$ cat config.mk
export PLATFORM = sky130hd
export DESIGN_NAME = alu_ctrl_stage
export DESIGN_NICKNAME = d
export VERILOG_FILES = /design/src/rtl/alu_ctrl_stage.sv
export SDC_FILE = /design/constraint.sdc
export NUM_CORES = 1
export LEC_CHECK = 0
export CELL_PAD_IN_SITES_DETAIL_PLACEMENT = 0
export CELL_PAD_IN_SITES_GLOBAL_PLACEMENT = 1
export CORE_MARGIN = 2
export CORE_UTILIZATION = 36
export CTS_BUF_LIST = sky130_fd_sc_hd__clkbuf_16
export CTS_CLUSTER_DIAMETER = 100
export DETAILED_ROUTE_END_ITERATION = 8
export PLACE_DENSITY_LB_ADDON = 0.1
export REMOVE_ABC_BUFFERS = 1
export SETUP_SLACK_MARGIN = 0.15
export SYNTH_ARGS = -nofsm -noshare
export SYNTH_HDL_FRONTEND = slang
export SYNTH_SLANG_ARGS = --single-unit
$ cat constraint.sdc
create_clock -name clk -period 9.35 [get_ports clk]
set_input_delay 2.3375 -clock clk [delete_from_list [all_inputs] [get_ports clk]]
set_output_delay 2.3375 -clock clk [all_outputs]
set_load 0.01 [all_outputs]
$ cat src/rtl/alu_ctrl_stage.sv
// RV32I decode-to-ALU control stage: one-cycle registered decode of ALU op,
// operand selects, immediate and branch condition, with illegal-instruction trap.
module alu_ctrl_stage #(
  parameter bit TRAP_STICKY = 1'b1
) (
  input  logic        clk,
  input  logic        reset,
  input  logic [31:0] instr,
  input  logic [31:0] pc_in,
  input  logic        in_valid,
  input  logic        stall,
  input  logic        flush,
  input  logic        trap_clr,
  output logic [3:0]  ctrl,
  output logic [3:0]  branchcondition,
  output logic [1:0]  asel,
  output logic        bsel,
  output logic [31:0] imm,
  output logic [31:0] pc_out,
  output logic [4:0]  rd_out,
  output logic        out_valid,
  output logic        illegal,
  output logic [31:0] issued
);

  localparam logic [6:0] OP_R      = 7'b0110011;
  localparam logic [6:0] OP_I      = 7'b0010011;
  localparam logic [6:0] OP_LOAD   = 7'b0000011;
  localparam logic [6:0] OP_STORE  = 7'b0100011;
  localparam logic [6:0] OP_BRANCH = 7'b1100011;
  localparam logic [6:0] OP_JAL    = 7'b1101111;
  localparam logic [6:0] OP_JALR   = 7'b1100111;
  localparam logic [6:0] OP_LUI    = 7'b0110111;
  localparam logic [6:0] OP_AUIPC  = 7'b0010111;

  localparam logic [3:0] ALU_ADD  = 4'b0000;
  localparam logic [3:0] ALU_SUB  = 4'b0001;
  localparam logic [3:0] ALU_SLL  = 4'b0010;
  localparam logic [3:0] ALU_SRL  = 4'b0011;
  localparam logic [3:0] ALU_SRA  = 4'b0100;
  localparam logic [3:0] ALU_AND  = 4'b0101;
  localparam logic [3:0] ALU_OR   = 4'b0110;
  localparam logic [3:0] ALU_XOR  = 4'b0111;
  localparam logic [3:0] ALU_SLT  = 4'b1000;
  localparam logic [3:0] ALU_SLTU = 4'b1001;

  localparam logic [3:0] BC_NONE = 4'b0000;
  localparam logic [3:0] BC_JMP  = 4'b1010;

  localparam logic [6:0] F7_BASE = 7'b0000000;
  localparam logic [6:0] F7_ALT  = 7'b0100000;

  typedef enum logic {RUN, TRAP} state_t;

  state_t state, state_next;

  logic [6:0]  opcode;
  logic [2:0]  funct3;
  logic [6:0]  funct7;
  logic [31:0] imm_i, imm_s, imm_b, imm_u, imm_j;

  logic [3:0]  dec_ctrl, dec_bc;
  logic [1:0]  dec_asel;
  logic        dec_bsel;
  logic [31:0] dec_imm;
  logic [4:0]  dec_rd;
  logic        dec_bad;

  logic        take, issue, next_illegal;

  assign opcode = instr[6:0];
  assign funct3 = instr[14:12];
  assign funct7 = instr[31:25];
  assign imm_i  = {{20{instr[31]}}, instr[31:20]};
  assign imm_s  = {{20{instr[31]}}, instr[31:25], instr[11:7]};
  assign imm_b  = {{19{instr[31]}}, instr[31], instr[7], instr[30:25], instr[11:8], 1'b0};
  assign imm_u  = {instr[31:12], 12'b0};
  assign imm_j  = {{11{instr[31]}}, instr[31], instr[19:12], instr[20], instr[30:21], 1'b0};

  function automatic logic [3:0] alu_map(input logic [2:0] f3);
    case (f3)
      3'b000:  alu_map = ALU_ADD;
      3'b001:  alu_map = ALU_SLL;
      3'b010:  alu_map = ALU_SLT;
      3'b011:  alu_map = ALU_SLTU;
      3'b100:  alu_map = ALU_XOR;
      3'b101:  alu_map = ALU_SRL;
      3'b110:  alu_map = ALU_OR;
      default: alu_map = ALU_AND;
    endcase
  endfunction

  always_comb begin
    dec_ctrl = ALU_ADD;
    dec_bc   = BC_NONE;
    dec_asel = 2'b00;
    dec_bsel = 1'b0;
    dec_imm  = 32'h0;
    dec_rd   = instr[11:7];
    dec_bad  = 1'b0;
    case (opcode)
      OP_R: begin
        if (funct7 == F7_BASE)
          dec_ctrl = alu_map(funct3);
        else if (funct7 == F7_ALT && funct3 == 3'b000)
          dec_ctrl = ALU_SUB;
        else if (funct7 == F7_ALT && funct3 == 3'b101)
          dec_ctrl = ALU_SRA;
        else
          dec_bad = 1'b1;
      end
      OP_I: begin
        dec_bsel = 1'b1;
        dec_imm  = imm_i;
        dec_ctrl = alu_map(funct3);
        // Only shift-immediates carry a funct7; SRAI is the sole alternate form
        if (funct3 == 3'b001 && funct7 != F7_BASE)
          dec_bad = 1'b1;
        else if (funct3 == 3'b101 && funct7 == F7_ALT)
          dec_ctrl = ALU_SRA;
        else if (funct3 == 3'b101 && funct7 != F7_BASE)
          dec_bad = 1'b1;
      end
      OP_LOAD: begin
        dec_bsel = 1'b1;
        dec_imm  = imm_i;
      end
      OP_STORE: begin
        dec_bsel = 1'b1;
        dec_imm  = imm_s;
        dec_rd   = 5'd0;
      end
      OP_BRANCH: begin
        dec_imm = imm_b;
        dec_rd  = 5'd0;
        dec_bc  = {1'b1, funct3};
        if (funct3 == 3'b010 || funct3 == 3'b011)
          dec_bad = 1'b1;
        else if (!funct3[2])
          dec_ctrl = ALU_SUB;
        else if (!funct3[1])
          dec_ctrl = ALU_SLT;
        else
          dec_ctrl = ALU_SLTU;
      end
      OP_JAL: begin
        dec_asel = 2'b01;
        dec_bsel = 1'b1;
        dec_imm  = imm_j;
        dec_bc   = BC_JMP;
      end
      OP_JALR: begin
        dec_bsel = 1'b1;
        dec_imm  = imm_i;
        dec_bc   = BC_JMP;
        dec_bad  = (funct3 != 3'b000);
      end
      OP_LUI: begin
        dec_asel = 2'b10;
        dec_bsel = 1'b1;
        dec_imm  = imm_u;
      end
      OP_AUIPC: begin
        dec_asel = 2'b01;
        dec_bsel = 1'b1;
        dec_imm  = imm_u;
      end
      default: dec_bad = 1'b1;
    endcase
  end

  // take: the output registers update this edge; issue: a legal instruction lands
  assign take  = (state == TRAP) || flush || !stall;
  assign issue = (state == RUN) && !flush && !stall && in_valid && !dec_bad;
  assign next_illegal = (state == TRAP) ? !trap_clr : (!flush && in_valid && dec_bad);

  always_comb begin
    state_next = state;
    case (state)
      RUN:  if (TRAP_STICKY && !flush && !stall && in_valid && dec_bad) state_next = TRAP;
      TRAP: if (trap_clr) state_next = RUN;
      default: state_next = RUN;
    endcase
  end

  always_ff @(posedge clk or posedge reset) begin
    if (reset) state <= RUN;
    else       state <= state_next;
  end

  // Anything other than a legal issue loads a bubble; PC_OUT only moves on issue
  always_ff @(posedge clk or posedge reset) begin
    if (reset) begin
      ctrl            <= ALU_ADD;
      branchcondition <= BC_NONE;
      asel            <= 2'b00;
      bsel            <= 1'b0;
      imm             <= 32'h0;
      rd_out          <= 5'd0;
      out_valid       <= 1'b0;
      pc_out          <= 32'h0;
      illegal         <= 1'b0;
      issued          <= 32'h0;
    end else if (take) begin
      ctrl            <= issue ? dec_ctrl : ALU_ADD;
      branchcondition <= issue ? dec_bc   : BC_NONE;
      asel            <= issue ? dec_asel : 2'b00;
      bsel            <= issue ? dec_bsel : 1'b0;
      imm             <= issue ? dec_imm  : 32'h0;
      rd_out          <= issue ? dec_rd   : 5'd0;
      out_valid       <= issue;
      illegal         <= next_illegal;
      if (issue) begin
        pc_out <= pc_in;
        issued <= issued + 32'd1;
      end
    end
  end

endmodule
==> impl_metrics.env, run 1 <==
export IMPL_post_route_drc_count=0
export IMPL_post_dp_hpwl_mm=9.87
export IMPL_crit_path_cell_trace="clkdlybuf4s50_1 > nor2b_1 > nand2_1 > nor4b_1 > or4_1 > buf_4 > nor2_1 > xor2_1"
export IMPL_synth_seq_cells=115
export IMPL_syn_cell_area_mm2=0.00527
export IMPL_ys_top_cells_by_area="dfrtp_1, nand2_1, o21ai_2"
export IMPL_fp_dieArea_mm2=0.0156
export IMPL_worst_setup_path_end_kind="register"
export IMPL_hold_path_class="reg2reg"
export IMPL_postSynth_topFlopCell="dfrtp_1"
export IMPL_clock_insertion_delay_worst_skew_ps=410
export IMPL_finalNetCount=794
export IMPL_arrival_ps=5400
export IMPL_overflow=0
export IMPL_cells_resized_by_post_cts_repair=0
export IMPL_core_region_area_mm2=0.0144
export IMPL_cts_buffers=17
export IMPL_cp_data_required_time_ps=9640
export IMPL_hold_viol_final=0
export IMPL_setup_total_negative_slack_ps=0
export IMPL_routed_via_count=4607
export IMPL_areal_power_density_over_the_cells_mw_per_mm2=167
export IMPL_grtUsageTotal=0.192
export IMPL_antenna_diode_count=0
export IMPL_finalInstanceArea_mm2=0.00777
export IMPL_clock_transition_at_the_register_clock_pins_on_the_worst_setup_and_hold_paths_after_cts_ps=60
export IMPL_worst_path_buf_inv=2
export IMPL_route_top_layer_used="met4"
export IMPL_clockBufferDepth=2
export IMPL_grt_first_pass_wirelength_mm=24.0
export IMPL_dpl_cell_area_mm2=0.00722
export IMPL_regToRegStartpoint="state"
export IMPL_max_cap_violations=0
export IMPL_slew_headroom=0.338
export IMPL_post_synth_edffs=0
export IMPL_holdPathEnd="issued[31]"
export IMPL_final_routed_wirelength_across_all_metal_layers_mm=14.6
export IMPL_design_portCount=184
export IMPL_cp_slowest_cell="nor4b_1"
export IMPL_synth_largest_type_area_fraction=0.546
export IMPL_cpPeakStageDelay_ps=850
export IMPL_routedLengthMet1_mm=6.47
export IMPL_cts_num_sinks=115
export IMPL_netlist_cell_type_count=49
export IMPL_die_y_um=125
export IMPL_rows=44
export IMPL_tightestPinTransition_ps=993
export IMPL_timing_final_crit_period_ps=5110
export IMPL_crit_type="in2reg"
export IMPL_post_drt_via_cell_ratio=5.01
export IMPL_clock_tree_from_tritoncts="yes"
export IMPL_finalCritPeriodShare=0.547
export IMPL_holdBufCountCts=0
export IMPL_timing_reg2reg_setup_slack_ps=6780
export IMPL_status="finished, final reports clean"
export IMPL_clock_tree_root_cell="clkbuf_16"
export IMPL_holdCritStartpoint="issued[31]"
export IMPL_timing_reg2reg_worst_path_depth=6
export IMPL_port_buffer_count=183
export IMPL_grt_antenna_before_repair=0
export IMPL_max_clock_freq_ghz=0.196
export IMPL_finalSetupViolCount=0
export IMPL_finClkSkew_ps=7.43
export IMPL_synth_area_leader_cell="dfrtp_1"
export IMPL_cts_repair_timing_setup_buffer_count=0
export IMPL_routed_wl_met2_mm=7.03
export IMPL_timing_final_ws_setup_ps=4240
export IMPL_areaGrowthSynthToFinish_pct=47.5
export IMPL_dpl_worst_slack_ps=3850
export IMPL_p_leak_nw=3.42
export IMPL_ir_worst_vdd_v=0.0000947
export IMPL_synth_warning_count=0
export IMPL_grt_setup_unrepaired="false"
export IMPL_seq_area_frac_synth=0.546
export IMPL_timing_rr_end="issued[31]"
export IMPL_first_iter_violations=219
export IMPL_syn_inst=547
export IMPL_synthTopCellsByCount="nand2_1, dfrtp_1, nor2_1"
export IMPL_drt_pass1_iter_count=5
export IMPL_chipWidth_um=125
export IMPL_post_route_cells_drive_above_1_share=0.0830
export IMPL_hold_crit_depth=1
export IMPL_post_synth_top_count_cell="nand2_1"
export IMPL_final_hold_worst_slack_ps=466
export IMPL_ant_nets=0
export IMPL_synthesis_area_per_instance_um2=9.63
export IMPL_htreeDepth=4
export IMPL_crit_path_max_fanout=42
export IMPL_async_set_reset_flop_share_out_of_synthesis=1.00
export IMPL_grt_pass1_vias=4698
export IMPL_initial_core_util=0.365
export IMPL_slew_viol_final=0
export IMPL_critPathLaunchType="primary input"
export IMPL_worst_path_dominant_cell_family="simple AND/OR/NAND/NOR gates"
export IMPL_pin_count_of_the_biggest_net_entering_global_routing=70
export IMPL_wire_per_inst_um=15.9
export IMPL_wl_met3_um=959
export IMPL_place_gp_congestion=0.743
-- worst register-to-register path, delay by kind of cell (launching register included) --
kind	cells	cell delay (ps)
simple gates	5	1950
flops	1	390
xor+xnor	1	160
-- sequential cells by signal, summed over array words and instances, names as in the netlist --
| signal | flops |
|---|---|
| illegal | 1 |
| ctrl | 4 |
| state | 1 |
| branchcondition | 4 |
| issued | 32 |
| out_valid | 1 |
| rd_out | 5 |
| imm | 32 |
| asel | 2 |
| bsel | 1 |
| pc_out | 32 |
-- stage by stage --
| step | power [mW] | utilization | instances |
|---|---|---|---|
| after floorplan | 0.606 | - | 517 |
| after global routing | 1.36 | 0.539 | 919 |
| after detailed placement | 0.714 | 0.501 | 887 |
| after CTS | 1.31 | 0.539 | 919 |
| final | 1.29 | 0.539 | 919 |
| after global placement | 0.713 | 0.501 | 887 |
-- layer usage --
layer,vias up,global-route usage
met1,2229,0.240
met2,149,0.315
met5,-,0
met4,0,0.0667
met3,13,0.0638
li1,2216,-
-- how the worst max path moves through the flow --
stage / endpoint / from / slack, ps / cells after the start
after floorplan: issued[18] / instr[4] / 3520 / 6
after global placement: issued[4] / instr[5] / 3970 / 8
after detailed placement: issued[3] / instr[5] / 3850 / 8
after CTS: issued[4] / instr[5] / 4280 / 8
after global routing: issued[4] / instr[5] / 3980 / 8
final: issued[3] / instr[5] / 4240 / 8
-- area by class of cell --
cell class	count	area, um2
multi-input cells	393	2230
fillers	1300	6660
clock buffers	17	425
clock inverters	15	118
inverters	9	36.3
repair buffers	186	1850
flip-flops and latches	115	2880
well taps	184	230
-- where the power goes --
part           leakage, nW  internal (mW)  switching [mW]
Sequential            1.57          0.525          0.0180
Clock                0.257          0.360           0.229
Combinational         1.60         0.0874          0.0736
-- logic make-up after synthesis --
family | after synthesis | share of synthesized area
xor+xnor | 33 | 0.0549
mux | 1 | 0.00214
buf+inv | 39 | 0.0328
simple gates | 258 | 0.225
compound gates | 99 | 0.134
flops | 115 | 0.546
fa+ha+maj | 2 | 0.00475
-- layout by cell type (no fill, tap or decap), types with 4 or more instances in the layout --
cell type,instances
xor2_1,17
or4_1,5
nor2b_1,4
nand4_1,10
o21ai_0,23
xnor2_1,16
clkbuf_16,17
clkinvlp_4,4
nand2_1,155
clkinv_2,4
inv_1,8
and3_1,9
clkdlybuf4s50_1,183
nand3_1,14
a21oi_1,23
a22oi_1,4
nor2_1,28
a22o_1,9
o21ai_2,20
nand2b_1,6
nor3_1,6
dfrtp_1,115
a32o_1,8
Power figures use the tool's default switching activity.
==> run 2: changes to the inputs <==
Settings changed: CORE_UTILIZATION 36 to 34.
Clock period 9.35 ns to 5.2 ns, I/O delays scaled along.
==> run 2 against run 1 <==
Utilization fell by 2.2 points. Sequential power rose by 80%. Largest cell class unchanged. Final cell count rose by 0.76%. Design area rose by 0.72%. Register-to-register slack got worse by 4200 ps. Clock skew rose by 0.70 ps. Critical endpoint is now issued[4].
==> impl_metrics.env, run 2 (synthesized netlist as in run 1, its figures left out) <==
export IMPL_finalCritPeriodShare=0.735
export IMPL_max_cap_violations=0
export IMPL_status="finished, final reports clean"
export IMPL_wire_per_inst_um=16.2
export IMPL_routedLengthMet1_mm=6.56
export IMPL_ir_worst_vdd_v=0.000199
export IMPL_final_routed_wirelength_across_all_metal_layers_mm=15.0
export IMPL_worst_setup_path_end_kind="register"
export IMPL_clock_tree_root_cell="clkbuf_16"
export IMPL_critPathLaunchType="primary input"
export IMPL_commonest_non_fill_non_tap_cell_in_the_layout="clkdlybuf4s50_1"
export IMPL_cts_num_sinks=115
export IMPL_rows=45
export IMPL_routed_via_count=4671
export IMPL_finalNetCount=797
export IMPL_grt_first_pass_wirelength_mm=24.9
export IMPL_pin_count_of_the_biggest_net_entering_global_routing=59
export IMPL_arrival_ps=4160
export IMPL_grt_pass1_vias=4806
export IMPL_finalSetupViolCount=0
export IMPL_holdBufCountCts=0
export IMPL_post_route_cells_drive_above_1_share=0.0813
export IMPL_post_dp_hpwl_mm=10.5
export IMPL_overflow=0
export IMPL_post_route_drc_count=0
export IMPL_biggest_registers_after_layout="imm: 32 flops, issued: 32 flops, pc_out: 32 flops"
export IMPL_timing_reg2reg_setup_slack_ps=2620
export IMPL_areal_power_density_over_the_cells_mw_per_mm2=308
export IMPL_port_buffer_count=183
export IMPL_cpPeakStageDelay_ps=830
export IMPL_hold_path_class="reg2reg"
export IMPL_crit_path_cell_trace="clkdlybuf4s50_1 > nand2b_4 > a2111oi_2 > o211ai_1 > or4_1 > buf_4 > nor2_1 > xor2_1"
export IMPL_timing_final_crit_period_ps=3820
export IMPL_final_core_util=0.517
export IMPL_tightestPinTransition_ps=992
export IMPL_cells_resized_by_post_cts_repair=0
export IMPL_design_portCount=184
export IMPL_route_top_layer_used="met4"
export IMPL_slew_viol_final=0
export IMPL_setup_total_negative_slack_ps=0
export IMPL_clock_tree_from_tritoncts="yes"
export IMPL_p_leak_nw=3.45
export IMPL_finClkSkew_ps=8.13
export IMPL_cp_slowest_cell="clkdlybuf4s50_1"
export IMPL_antenna_diode_count=0
export IMPL_core_region_area_mm2=0.0151
export IMPL_crit_type="in2reg"
export IMPL_clockBufferDepth=2
export IMPL_mostFrequentLayoutCells="clkdlybuf4s50_1, nand2_1, dfrtp_1, nor2_1"
export IMPL_drt_pass1_iter_count=5
export IMPL_grt_antenna_before_repair=0
export IMPL_areaGrowthSynthToFinish_pct=48.6
export IMPL_hold_viol_final=0
export IMPL_cp_data_required_time_ps=5530
export IMPL_die_y_um=128
export IMPL_crit_path_max_fanout=42
export IMPL_clock_insertion_delay_worst_skew_ps=420
export IMPL_max_clock_freq_ghz=0.262
export IMPL_slew_headroom=0.339
export IMPL_ant_nets=0
export IMPL_chipWidth_um=128
export IMPL_cts_buffers=17
export IMPL_initial_core_util=0.348
export IMPL_grtUsageTotal=0.192
export IMPL_wl_met3_mm=1.22
export IMPL_fp_dieArea_mm2=0.0165
export IMPL_clock_transition_at_the_register_clock_pins_on_the_worst_setup_and_hold_paths_after_cts_ps=50
export IMPL_post_drt_via_cell_ratio=5.04
export IMPL_grt_setup_unrepaired="false"
export IMPL_first_iter_violations=283
export IMPL_htreeDepth=4
export IMPL_cts_repair_timing_setup_buffer_count=0
export IMPL_place_gp_congestion=0.791
export IMPL_routed_wl_met2_mm=7.06
[run 2: cell types whose count changed in the layout (fill, tap and decap cells not counted), sizes merged]
cell      previous run  this run
buf                  3         6
bufinv               1         3
clkinv               9        10
clkinvlp             4         2
inv                 10         9
[run 2: final cells by class]
cell class | count | area [um2]
Clock buffer | 17 | 425
Clock inverter | 15 | 146
Fill cell | 1413 | 7320
Inverter | 9 | 36.3
Multi-Input combinational cell | 393 | 2230
Sequential cell | 115 | 2880
Tap cell | 188 | 235
Timing Repair Buffer | 189 | 1880
[run 2: path summary, 6_finish.rpt]
path                            start    endpoint  cells past startpoint
max in group asynchronous       reset   rd_out[3]                      3
max reg2reg                     state  issued[31]                      6
min                        pc_out[25]  pc_out[25]                      2
min reg2reg                pc_out[25]  pc_out[25]                      2
min in group asynchronous       reset   pc_out[6]                      2
max                          instr[5]   issued[4]                      8
[run 2: critical path, delay by kind of cell]
family                 cells  cell delay [ps]
buffers and inverters      2             1140
AO/OA/AOI/OAI              2              630
AND/OR/NAND/NOR            3              920
XOR/XNOR                   1              160
[run 2: metrics by stage]
stage | power [mW] | hold slack, ps | instance area, um2 | cells | setup WS [ps]
2_1_floorplan | 1.09 | 495 | 5130 | 517 | 409
4_1_cts | 2.43 | 475 | 7820 | 926 | 1360
3_3_place_gp | 1.28 | 458 | 7250 | 894 | 973
6_report | 2.41 | 471 | 7820 | 926 | 1380
3_5_place_dp | 1.29 | 461 | 7250 | 894 | 934
5_1_grt | 2.51 | 497 | 7820 | 926 | 1170
[run 2: power breakdown]
part	internal (mW)	switching, mW	leakage [nW]
Sequential	0.945	0.0314	1.57
Clock	0.736	0.404	0.275
Combinational	0.158	0.134	1.61
Total	1.84	0.570	3.45
[run 2: routing by layer]
metal,GRT usage,up-vias
met5,0,-
met4,0.0705,0
met3,0.0669,19
met2,0.309,155
met1,0.240,2271
li1,-,2226
